File: config.mk
export PLATFORM = sky130hd
export DESIGN_NAME = seq_detector_param
export DESIGN_NICKNAME = d
export VERILOG_FILES = /design/src/rtl/seq_det_pkg.sv /design/src/rtl/sat_counter.sv /design/src/rtl/seq_detector_param.sv
export SDC_FILE = /design/constraint.sdc
export NUM_CORES = 1
export LEC_CHECK = 0
export ABC_AREA = 1
export CORE_ASPECT_RATIO = 0.75
export CORE_MARGIN = 2
export CORE_UTILIZATION = 55
export CTS_CLUSTER_SIZE = 20
export DETAILED_ROUTE_END_ITERATION = 16
export GPL_TIMING_DRIVEN = 0
export HOLD_SLACK_MARGIN = 0.02
export PLACE_DENSITY_LB_ADDON = 0.2
export SETUP_SLACK_MARGIN = 0.1
export SYNTH_ARGS = -nofsm -noshare
export SYNTH_HDL_FRONTEND = slang
export SYNTH_SLANG_ARGS = --single-unit
File: constraint.sdc
create_clock -name clk -period 4.4 [get_ports clk]
set_clock_uncertainty 0.2 [all_clocks]
set_input_delay 1.1 -clock clk [delete_from_list [all_inputs] [get_ports clk]]
set_output_delay 1.1 -clock clk [all_outputs]
set_load 0.1 [all_outputs]
File: src/rtl/seq_det_pkg.sv
`default_nettype none
// ============================================================================
//  Module      : seq_det_pkg
//  Description : Shared constants and the masked pattern-compare helper for
//                the parametrised serial sequence detector.
//  Revision    : 1.0  initial release
// ============================================================================
package seq_det_pkg;

    // Widest pattern the detector supports; the compare helper works at this
    // width and narrower patterns are zero-extended into it.
    localparam int c_MAX_PAT_W = 32;

    typedef logic [c_MAX_PAT_W-1:0] pat_word_t;

    // Values loaded into the configuration registers at reset.
    localparam logic [3:0] c_DEFAULT_PAT     = 4'b1010;
    localparam logic       c_DEFAULT_OVERLAP = 1'b1;
    // The reset mask is all ones at the chosen pattern width; the top module
    // builds it from its own PAT_W.

    // A window matches when every compared (mask=1) bit equals the pattern.
    // Zero-extended upper bits carry mask=0 and so never affect the result.
    function automatic logic f_pat_match(input pat_word_t hist,
                                         input pat_word_t pattern,
                                         input pat_word_t mask);
        return (((hist ^ pattern) & mask) == '0);
    endfunction

endpackage : seq_det_pkg
`default_nettype wire

File: src/rtl/sat_counter.sv
`default_nettype none
// ============================================================================
//  Module      : sat_counter
//  Description : Up-counter that sticks at its maximum value.
//                Clear has priority over increment.
//  Ports       : clk      - rising-edge clock
//                rst      - synchronous active-low reset
//                i_inc    - increment request
//                i_clr    - clear to zero (wins over i_inc)
//                o_count  - current count
//  Revision    : 1.0  initial release
// ============================================================================
module sat_counter #(
    parameter int CNT_W = 8
) (
    input  logic             clk,
    input  logic             rst,
    input  logic             i_inc,
    input  logic             i_clr,
    output logic [CNT_W-1:0] o_count
);

    logic [CNT_W-1:0] r_count;

    always_ff @(posedge clk) begin
        if (!rst) begin
            r_count <= '0;
        end else if (i_clr) begin
            r_count <= '0;
        end else if (i_inc && (r_count != {CNT_W{1'b1}})) begin
            r_count <= r_count + CNT_W'(1);
        end
    end

    assign o_count = r_count;

endmodule : sat_counter
`default_nettype wire

File: src/rtl/seq_detector_param.sv
`default_nettype none
// ============================================================================
//  Module      : seq_detector_param
//  Description : Serial pattern detector with elaboration-time width and
//                runtime-loadable pattern, don't-care mask and overlap mode.
//                Emits a registered one-cycle pulse per match and keeps a
//                saturating match count.
//  Ports       : clk          - rising-edge clock
//                rst          - synchronous active-low reset
//                x            - serial data bit
//                x_valid      - x is sampled only when high
//                cfg_load     - load cfg_pattern/cfg_mask/cfg_overlap
//                cfg_pattern  - pattern, MSB is the first bit received
//                cfg_mask     - 1 = compare bit, 0 = don't care
//                cfg_overlap  - 1 = overlapping, 0 = non-overlapping
//                cnt_clr      - clear match_count (wins over a match)
//                y            - one-cycle match pulse
//                match_count  - saturating number of matches
//  Revision    : 1.0  initial release
// ============================================================================
module seq_detector_param
    import seq_det_pkg::*;
#(
    parameter int               PAT_W       = 4,
    parameter int               CNT_W       = 8,
    parameter logic [PAT_W-1:0] DEFAULT_PAT = PAT_W'(c_DEFAULT_PAT)
) (
    input  logic             clk,
    input  logic             rst,
    input  logic             x,
    input  logic             x_valid,
    input  logic             cfg_load,
    input  logic [PAT_W-1:0] cfg_pattern,
    input  logic [PAT_W-1:0] cfg_mask,
    input  logic             cfg_overlap,
    input  logic             cnt_clr,
    output logic             y,
    output logic [CNT_W-1:0] match_count
);

    // fill counts 0..PAT_W inclusive, hence PAT_W+1 distinct values.
    localparam int               FILL_W      = $clog2(PAT_W + 1);
    localparam logic [FILL_W-1:0] c_FILL_FULL = FILL_W'(PAT_W);

    logic [PAT_W-1:0]  r_pattern;
    logic [PAT_W-1:0]  r_mask;
    logic              r_overlap;
    logic [PAT_W-1:0]  r_hist;
    logic [FILL_W-1:0] r_fill;
    logic              r_y;

    logic [PAT_W-1:0]  w_hist_n;
    logic [FILL_W-1:0] w_fill_n;
    logic              w_match;
    logic              w_cnt_inc;

    // Next window and fill level if the current bit is accepted. A match is
    // only possible once a full window of valid bits has been collected.
    always_comb begin
        w_hist_n = {r_hist[PAT_W-2:0], x};
        w_fill_n = (r_fill == c_FILL_FULL) ? c_FILL_FULL : (r_fill + FILL_W'(1));
        w_match  = (w_fill_n == c_FILL_FULL) &&
                   f_pat_match(pat_word_t'(w_hist_n),
                               pat_word_t'(r_pattern),
                               pat_word_t'(r_mask));
    end

    always_ff @(posedge clk) begin
        if (!rst) begin
            r_pattern <= DEFAULT_PAT;
            r_mask    <= {PAT_W{1'b1}};
            r_overlap <= c_DEFAULT_OVERLAP;
            r_hist    <= '0;
            r_fill    <= '0;
            r_y       <= 1'b0;
        end else if (cfg_load) begin
            // New configuration restarts the window; the bit on x is dropped.
            r_pattern <= cfg_pattern;
            r_mask    <= cfg_mask;
            r_overlap <= cfg_overlap;
            r_hist    <= '0;
            r_fill    <= '0;
            r_y       <= 1'b0;
        end else if (x_valid) begin
            r_hist <= w_hist_n;
            // In non-overlapping mode emptying fill is enough to force a full
            // fresh window before the next match; hist content is irrelevant.
            r_fill <= (w_match && !r_overlap) ? '0 : w_fill_n;
            r_y    <= w_match;
        end else begin
            r_y <= 1'b0;
        end
    end

    assign w_cnt_inc = x_valid && !cfg_load && w_match;

    sat_counter #(
        .CNT_W (CNT_W)
    ) u_match_cnt (
        .clk     (clk),
        .rst     (rst),
        .i_inc   (w_cnt_inc),
        .i_clr   (cnt_clr),
        .o_count (match_count)
    );

    assign y = r_y;

endmodule : seq_detector_param
`default_nettype wire
==> results.rst, run 1 <==
.. list-table::
   :header-rows: 1

   * - Metric
     - Value
   * - Setup violations, final
     - 0
   * - Width of the die
     - around 60 um
   * - Post-synth EDFFs
     - 0
   * - Most frequent cells after synthesis
     - sky130_fd_sc_hd__nand2_1 (43), sky130_fd_sc_hd__inv_1 (26), sky130_fd_sc_hd__dfxtp_1 (24), sky130_fd_sc_hd__nor2_1 (23), sky130_fd_sc_hd__o21ai_0 (11)
   * - Clock edge transition at the registers on the reported setup and hold paths
     - around 0.12 ns
   * - Achievable clock frequency
     - 312 MHz
   * - Number of rows created at floorplan
     - 15
   * - Post-CTS repair timing setup buffer count
     - 0
   * - Overall die area
     - about 0.0028 mm^2
   * - Distinct cell type count after synthesis
     - 24
   * - Mapped Avg Cell Area
     - 7.03 um^2
   * - Setup repair after global routing missed its margin
     - false
   * - Pre-Repair DR Iteration Count
     - 4
   * - Sinks on the clock net
     - 24
   * - Cell-by-cell trace of the critical path
     - clkdlybuf4s50_1
   * - Routed len/inst
     - 10.8 um
   * - Number of cell instances on the worst register-to-register path
     - 8
   * - Share of the yosys chip area belonging to registers
     - roughly 37%
   * - Data arrival time at the worst-slack endpoint
     - 1.91 ns
   * - Pin count of the biggest net entering global routing
     - 13
   * - Capturing point of the worst reg2reg path
     - u_match_cnt.o_count[2]
   * - Topmost layer with routed signal wires
     - met4
   * - Number of warning messages in the yosys log
     - 0
   * - Detailed placement HPWL
     - approximately 2.2 mm
   * - Maximum level of the CTS H-tree
     - 1
   * - Share of cells above drive strength 1
     - 13.7%
   * - Initial standard-cell utilization of the core
     - between 50% and 60%
   * - CP Max Fanout
     - 6
   * - Weighted congestion at the end of routability-driven global placement
     - about 0.8
   * - Worst-skew pair later-pin latency
     - approximately 0.32 ns
   * - Power after layout
     - approximately 0.00039 W
   * - Number of DRC markers after the initial detailed-route iteration
     - 53
   * - Via density per instance
     - ~4.9
   * - Run status
     - finished clean
   * - Final antenna diode count
     - 0
   * - Count of buffers inserted at the top-level ports
     - 22
   * - Critical Path Slowest Stage Cell
     - sky130_fd_sc_hd__clkdlybuf4s50_1
   * - Hold Slack
     - between 0.2 and 0.3 ns
   * - Post-Route WL
     - about 2.7 mm
   * - Leakage power
     - between 0.7 and 0.8 nW
   * - Met3 wire length
     - roughly 130 um
   * - Slack of the worst reg-to-reg path
     - approximately 2.6 ns
   * - Flop and latch count out of synthesis
     - 24
   * - TritonCTS buffer count
     - 3
   * - Most frequent cell after synthesis
     - sky130_fd_sc_hd__nand2_1
   * - Hold Path Depth
     - 2
   * - Via Count
     - around 1.2k
   * - Final Critical Period
     - roughly 3.2 ns
   * - Power Density
     - roughly 240 mW/mm^2
   * - Critical path buffer and inverter count
     - 1
   * - Portion of synthesized cell area occupied by the leading cell type
     - 36.5%
   * - CP peak stage delay
     - about 1.2 ns
   * - Flip-flop cell with the highest count after synthesis
     - sky130_fd_sc_hd__dfxtp_1
   * - Root buffer selected by CTS
     - sky130_fd_sc_hd__clkbuf_4
   * - Leading area contributor after synthesis
     - sky130_fd_sc_hd__dfxtp_1
   * - Detailed-routed wire length on met2
     - approximately 1.3 mm
   * - Worst Hold Launch
     - r_mask[0]
   * - Placeable core region
     - 0.00229 mm^2
   * - Final worst path period share
     - around 73%
   * - Max-Cap Viols
     - 0
   * - TritonCTS clock tree
     - built
   * - Wire length of the first global-routing pass
     - 4.31 mm
   * - Number of hold buffers added after cts
     - 0
   * - Kind of path behind the tightest hold check
     - register to register
   * - Synthesized instance count
     - around 190
   * - Area overhead of the layout relative to synthesis
     - 21.7%
   * - Total standard cell area after synthesis
     - 0.00132 mm^2
   * - Worst rel slew slack
     - 33.9%
   * - Tot GR Track Use
     - 21.2%
   * - Die span in y
     - approximately 46 um
   * - Number of hold-slack violations in the final timing report
     - 0
   * - Post-route ant nets
     - 0
   * - Crit path kind
     - register to output port
   * - Number of instances resized during post-cts repair
     - 0
   * - Post-detailed-route DRC marker count
     - 0
   * - Nature of the critical path endpoint
     - output port
   * - Congestion Overflow GR
     - 0
   * - Top area cells in the synthesized netlist
     - sky130_fd_sc_hd__dfxtp_1 (37%), sky130_fd_sc_hd__nand2_1 (12%), sky130_fd_sc_hd__inv_1 (7.4%)
   * - Startpoint class of the critical path
     - register
   * - Final #Nets
     - approximately 230
   * - Launching point of the worst reg2reg path
     - r_fill[0]
   * - Nets in the synthesized netlist
     - 205
   * - Transition time of the tightest slew-check pin
     - around 0.99 ns
   * - Maximum vdd ir drop
     - around 0.00025 V
   * - Sum of negative setup slack
     - 0 ns
   * - Wl on met1
     - 1.23 mm
   * - Clk buf depth
     - 2
   * - Antenna violations before repair
     - 0
   * - Number of max-slew violations in the final report
     - 0
   * - Share of flip-flops with an asynchronous set or reset
     - 0%
   * - Required arrival time at the worst endpoint
     - approximately 3.1 ns
   * - WHS Endpoint
     - r_mask[0]
   * - Vias in the first global route
     - roughly 1.1k
   * - Number of placed I/O pins
     - 24
   * - Crit-path leading delay family
     - buffers and inverters
## cell usage in the layout, fill, tap and decap left out
master	synthesis	final
sky130_fd_sc_hd__buf_2	2	2
sky130_fd_sc_hd__clkbuf_1	1	1
sky130_fd_sc_hd__nand2_1	43	43
sky130_fd_sc_hd__nand2_4	2	2
sky130_fd_sc_hd__inv_2	3	3
sky130_fd_sc_hd__o21a_1	1	1
sky130_fd_sc_hd__nand4_4	1	1
sky130_fd_sc_hd__ha_1	3	3
sky130_fd_sc_hd__inv_1	26	26
sky130_fd_sc_hd__nand3_2	4	4
sky130_fd_sc_hd__nor3_1	2	2
sky130_fd_sc_hd__or2_2	1	1
sky130_fd_sc_hd__o21ai_1	2	2
sky130_fd_sc_hd__dfxtp_1	24	24
sky130_fd_sc_hd__nand3_1	10	10
sky130_fd_sc_hd__clkdlybuf4s50_1	0	22
sky130_fd_sc_hd__o21ai_0	11	11
sky130_fd_sc_hd__clkbuf_4	0	3
sky130_fd_sc_hd__o21ai_2	1	1
sky130_fd_sc_hd__nor2_8	3	3
sky130_fd_sc_hd__a21oi_1	10	10
sky130_fd_sc_hd__clkinv_1	1	1
sky130_fd_sc_hd__nor2_2	3	3
sky130_fd_sc_hd__nand4_1	4	4
sky130_fd_sc_hd__nand2_2	6	6
sky130_fd_sc_hd__nor2_1	23	23
## cell families after synthesis
kind of cell             synth area share (%)
flip-flops                               36.5
AND/OR/NAND/NOR                          41.0
AO/OA/AOI/OAI                            9.99
adder cells (fa/ha/maj)                  2.85
buffers and inverters                    9.61
## stage by stage
stage | instance area, um^2 | worst slack [ns] | cells | utilization, %
floorplan | 1320 | 2.11 | 187 | -
global placement | 1580 | 1.55 | 243 | 68.9
detailed placement | 1580 | 1.55 | 243 | 68.9
CTS | 1600 | 1.18 | 246 | 69.9
global route | 1600 | 1.12 | 246 | 69.9
finish | 1600 | 1.19 | 246 | 69.9
## worst max-delay path by stage
stage                      startpoint        endpoint  cells past startpoint
2_1_floorplan  u_match_cnt.o_count[6]  match_count[6]                      0
3_3_place_gp   u_match_cnt.o_count[6]  match_count[6]                      1
3_5_place_dp   u_match_cnt.o_count[6]  match_count[6]                      1
4_1_cts        u_match_cnt.o_count[6]  match_count[6]                      1
5_1_grt        u_match_cnt.o_count[6]  match_count[6]                      1
6_report       u_match_cnt.o_count[6]  match_count[6]                      1
## tightest hold or removal path, delay by kind of cell, from the launching register on
family	cells	cell delay (ns)
flops	1	0.34
simple gates	2	0.11
## routing by layer
metal / vias up / global-route usage (%)
met4: 0 / 6.96
met1: 546 / 24.5
met3: 5 / 5.34
met5: - / 0
li1: 638 / -
met2: 27 / 38.5
## registers in the layout, summed over array words and instances (netlist names)
name / count
r_hist: 3
u_match_cnt.o_count: 8
y: 1
r_pattern: 4
r_overlap: 1
r_mask: 4
r_fill: 3
## layout make-up
type / count / area (um^2)
Buffer: 3 / 13.8
Clock buffer: 3 / 22.5
Fill cell: 217 / 689
Inverter: 30 / 113
Multi-Input combinational cell: 130 / 708
Sequential cell: 24 / 480
Tap cell: 34 / 42.5
Timing Repair Buffer: 22 / 220
## power by group
| part | switching (W) | internal [W] |
|---|---|---|
| logic | 0.0000352 | 0.0000268 |
| clock network | 0.0000638 | 0.0000321 |
| registers | 0.00000581 | 0.000225 |
Power figures use the tool's default switching activity.
==> run 2: changes to the inputs <==
--- a/config.mk
+++ b/config.mk
@@ -8,7 +8,7 @@
 export ABC_AREA = 1
 export CORE_ASPECT_RATIO = 0.75
 export CORE_MARGIN = 2
-export CORE_UTILIZATION = 55
+export CORE_UTILIZATION = 46
 export CTS_CLUSTER_SIZE = 20
 export DETAILED_ROUTE_END_ITERATION = 16
 export GPL_TIMING_DRIVEN = 0
==> constraint.sdc (replaced) <==
create_clock -name clk -period 2.6 [get_ports clk]
set_clock_uncertainty 0.2 [all_clocks]
set_input_delay 0.65 -clock clk [delete_from_list [all_inputs] [get_ports clk]]
set_output_delay 0.65 -clock clk [all_outputs]
set_load 0.1 [all_outputs]
==> results.rst, run 2 (synthesis gave the netlist of run 1 again) <==
.. list-table::
   :header-rows: 1

   * - Metric
     - Value
   * - Clock edge transition at the registers on the reported setup and hold paths
     - 0.09 ns (-0.03 ns)
   * - Final Critical Period
     - roughly 2.4 ns
   * - Tot GR Track Use
     - 17.5% (-3.7 points)
   * - Final antenna diode count
     - 0 (unchanged)
   * - Wire length of the first global-routing pass
     - 4.42 mm (+2.7%)
   * - Number of hold-slack violations in the final timing report
     - 0 (unchanged)
   * - Crit path kind
     - register to output port
   * - Hold Slack
     - 0.272 ns (-0.00956 ns)
   * - Detailed placement HPWL
     - 1.96 mm (-9.8%)
   * - CP peak stage delay
     - 0.88 ns (-0.28 ns)
   * - Die span in y
     - 50.3 um (+8.5%)
   * - Congestion Overflow GR
     - 0 (unchanged)
   * - Transition time of the tightest slew-check pin
     - 0.959 ns (-0.0286 ns)
   * - Crit-path leading delay family
     - buffers and inverters
   * - Post-Route WL
     - 2.50 mm (-6.2%)
   * - Clk buf depth
     - 2 (unchanged)
   * - Net switching share of the total power
     - 25.6% (-1.3 points)
   * - Sequential share of power
     - 51.6% (-7.8 points)
   * - Count of buffers inserted at the top-level ports
     - 22 (unchanged)
   * - Post-route ant nets
     - 0 (unchanged)
   * - Pin count of the biggest net entering global routing
     - 14 (+1)
   * - Antenna violations before repair
     - 0 (unchanged)
   * - Nature of the critical path endpoint
     - output port
   * - Minimum setup slack in the final design
     - 0.175 ns (-1.02 ns)
   * - Setup repair after global routing missed its margin
     - false
   * - TritonCTS clock tree
     - built
   * - Overall die area
     - 0.00331 mm^2 (+18%)
   * - Topmost layer with routed signal wires
     - met4
   * - Worst-skew pair later-pin latency
     - 0.27 ns (-0.05 ns)
   * - Final worst path period share
     - between 90% and 100%
   * - Final #Nets
     - 232 (unchanged)
   * - Area overhead of the layout relative to synthesis
     - 23.5%
   * - Count of placed standard cells including taps
     - 245 (+0.82%)
   * - Vias in the first global route
     - 1064 (+0.094%)
   * - Number of placed I/O pins
     - 24 (unchanged)
   * - Maximum vdd ir drop
     - 0.000252 V (+2.0%)
   * - Number of fill cells in the layout
     - 262 (+21%)
   * - Width of the die
     - 65.7 um (+8.7%)
   * - Post-route insts no fill
     - 249 (+1.2%)
   * - Routed len/inst
     - 10.1 um (-7.3%)
   * - Number of rows created at floorplan
     - 16 (+1)
   * - Post-detailed-route DRC marker count
     - 0 (unchanged)
   * - Sinks on the clock net
     - 24 (unchanged)
   * - Cell-by-cell trace of the critical path
     - dlygate4sd2_1
   * - TritonCTS buffer count
     - 3 (unchanged)
   * - Number of flip-flops in the largest register
     - 8 (unchanged)
   * - Placeable core region
     - 0.00266 mm^2 (+16%)
   * - Cell internal power dissipation
     - 0.000561 W (+98%)
   * - Clock group share of total power
     - 34.7% (+10 points)
   * - Detailed-routed wire length on met2
     - 1.15 mm (-10%)
   * - Number of DRC markers after the initial detailed-route iteration
     - 36 (-32%)
   * - Required arrival time at the worst endpoint
     - 1.75 ns (-1.35 ns)
   * - Data arrival time at the worst-slack endpoint
     - 1.57 ns (-0.34 ns)
   * - Number of max-slew violations in the final report
     - 0 (unchanged)
   * - Weighted congestion at the end of routability-driven global placement
     - 0.785 (-4.5%)
   * - Critical Path Slowest Stage Cell
     - sky130_fd_sc_hd__dlygate4sd2_1
   * - Wl on met1
     - 1.22 mm (-0.41%)
   * - Run status
     - finished clean
   * - Sum of negative setup slack
     - 0 ns (unchanged)
   * - Met3 wire length
     - 98 um (-24%)
   * - Most common cell after layout, fill and taps aside
     - sky130_fd_sc_hd__nand2_1
   * - Achievable clock frequency
     - about 410 MHz
   * - Power Density
     - 465 mW/mm^2 (+91%)
   * - Sw power
     - 0.000193 W (+85%)
   * - Worst rel slew slack
     - 36.3% (+2.4 points)
   * - Startpoint class of the critical path
     - register
   * - CP Max Fanout
     - 6 (unchanged)
   * - Via Count
     - 1191 (-2.1%)
   * - Setup violations, final
     - 0 (unchanged)
   * - Leakage power
     - 0.795 nW (+8.0%)
   * - Via density per instance
     - 4.78 (-3.2%)
   * - Max-Cap Viols
     - 0 (unchanged)
   * - Fraction of the core area covered by cells at the end of the flow
     - 61.0% (-8.9 points)
   * - Maximum level of the CTS H-tree
     - 1 (unchanged)
   * - Pre-Repair DR Iteration Count
     - 3 (-1)
   * - Root buffer selected by CTS
     - sky130_fd_sc_hd__clkbuf_8
   * - Critical path buffer and inverter count
     - 1 (unchanged)
   * - Portion of total power attributed to combinational logic
     - 13.7% (-2.2 points)
   * - Initial standard-cell utilization of the core
     - 49.4% (-8.0 points)
   * - Share of cells above drive strength 1
     - 14.1% (+0.41 points)
   * - Post-placement worst setup slack
     - 0.180 ns (-1.37 ns)
   * - Kind of path behind the tightest hold check
     - register to register
   * - Most frequent cells in the layout
     - sky130_fd_sc_hd__nand2_1 (43), sky130_fd_sc_hd__inv_1 (26), sky130_fd_sc_hd__dfxtp_1 (24)
run 2: changes by cell type in the layout (fill, tap and decap cells not counted):
cell	delta
sky130_fd_sc_hd__clkdlybuf4s50_1	-9
sky130_fd_sc_hd__dlygate4sd2_1	+9
sky130_fd_sc_hd__clkbuf_4	-3
sky130_fd_sc_hd__clkbuf_8	+4
run 2: per-layer routing:
layer	global-route usage, %	vias to the layer above
met3	5.38	5
li1	-	641
met1	22.4	531
met2	28.1	14
met5	0	-
met4	5.21	0
run 2: layout make-up:
type	count	area (um^2)	area share, %
multi-input combinational	130	708	43.6
sequential	24	480	29.6
timing repair buffer	22	209	12.9
inverter	30	113	6.93
clock buffer	4	55.1	3.39
tap	36	45.0	2.77
buffer	3	13.8	0.847
run 2: worst paths after layout:
| check | slack [ns] | end | startpoint | cells past startpoint |
|---|---|---|---|---|
| hold reg to reg | 0.27 | r_mask[0] | r_mask[0] | 2 |
| setup reg to reg | 0.83 | u_match_cnt.o_count[3] | r_fill[0] | 8 |
| hold / removal | 0.27 | r_mask[0] | r_mask[0] | 2 |
| setup / recovery | 0.18 | match_count[6] | u_match_cnt.o_count[6] | 1 |
run 2: repair_timing:
item                                    CTS  global route
resized for setup                         9             0
hold buffers                              0             0
setup buffers                             0             0
endpoints found under the setup margin    9             0
run 2: power groups by stage:
stage          sequential, W  clock, W  combinational (W)
3_3_place_gp        0.000398         0           0.000102
5_1_grt             0.000392  0.000280           0.000116
6_report            0.000390  0.000262           0.000103
3_5_place_dp        0.000398         0           0.000104
4_1_cts             0.000390  0.000266           0.000104
2_1_floorplan       0.000396         0          0.0000700
run 2: through the flow:
stage	power [W]	area, um^2
CTS	0.000760	1620
finish	0.000755	1620
floorplan	0.000466	1320
global route	0.000788	1620
detailed placement	0.000502	1580
global placement	0.000499	1580
==> run 3: changes to the inputs <==
--- a/config.mk
+++ b/config.mk
@@ -15,6 +15,7 @@
 export HOLD_SLACK_MARGIN = 0.02
 export PLACE_DENSITY_LB_ADDON = 0.2
 export SETUP_SLACK_MARGIN = 0.1
+export SLEW_MARGIN = 20
 export SYNTH_ARGS = -nofsm -noshare
 export SYNTH_HDL_FRONTEND = slang
 export SYNTH_SLANG_ARGS = --single-unit
==> results of run 3 <==
Same layout as run 2: the final DEF is identical, and so are final timing and power.
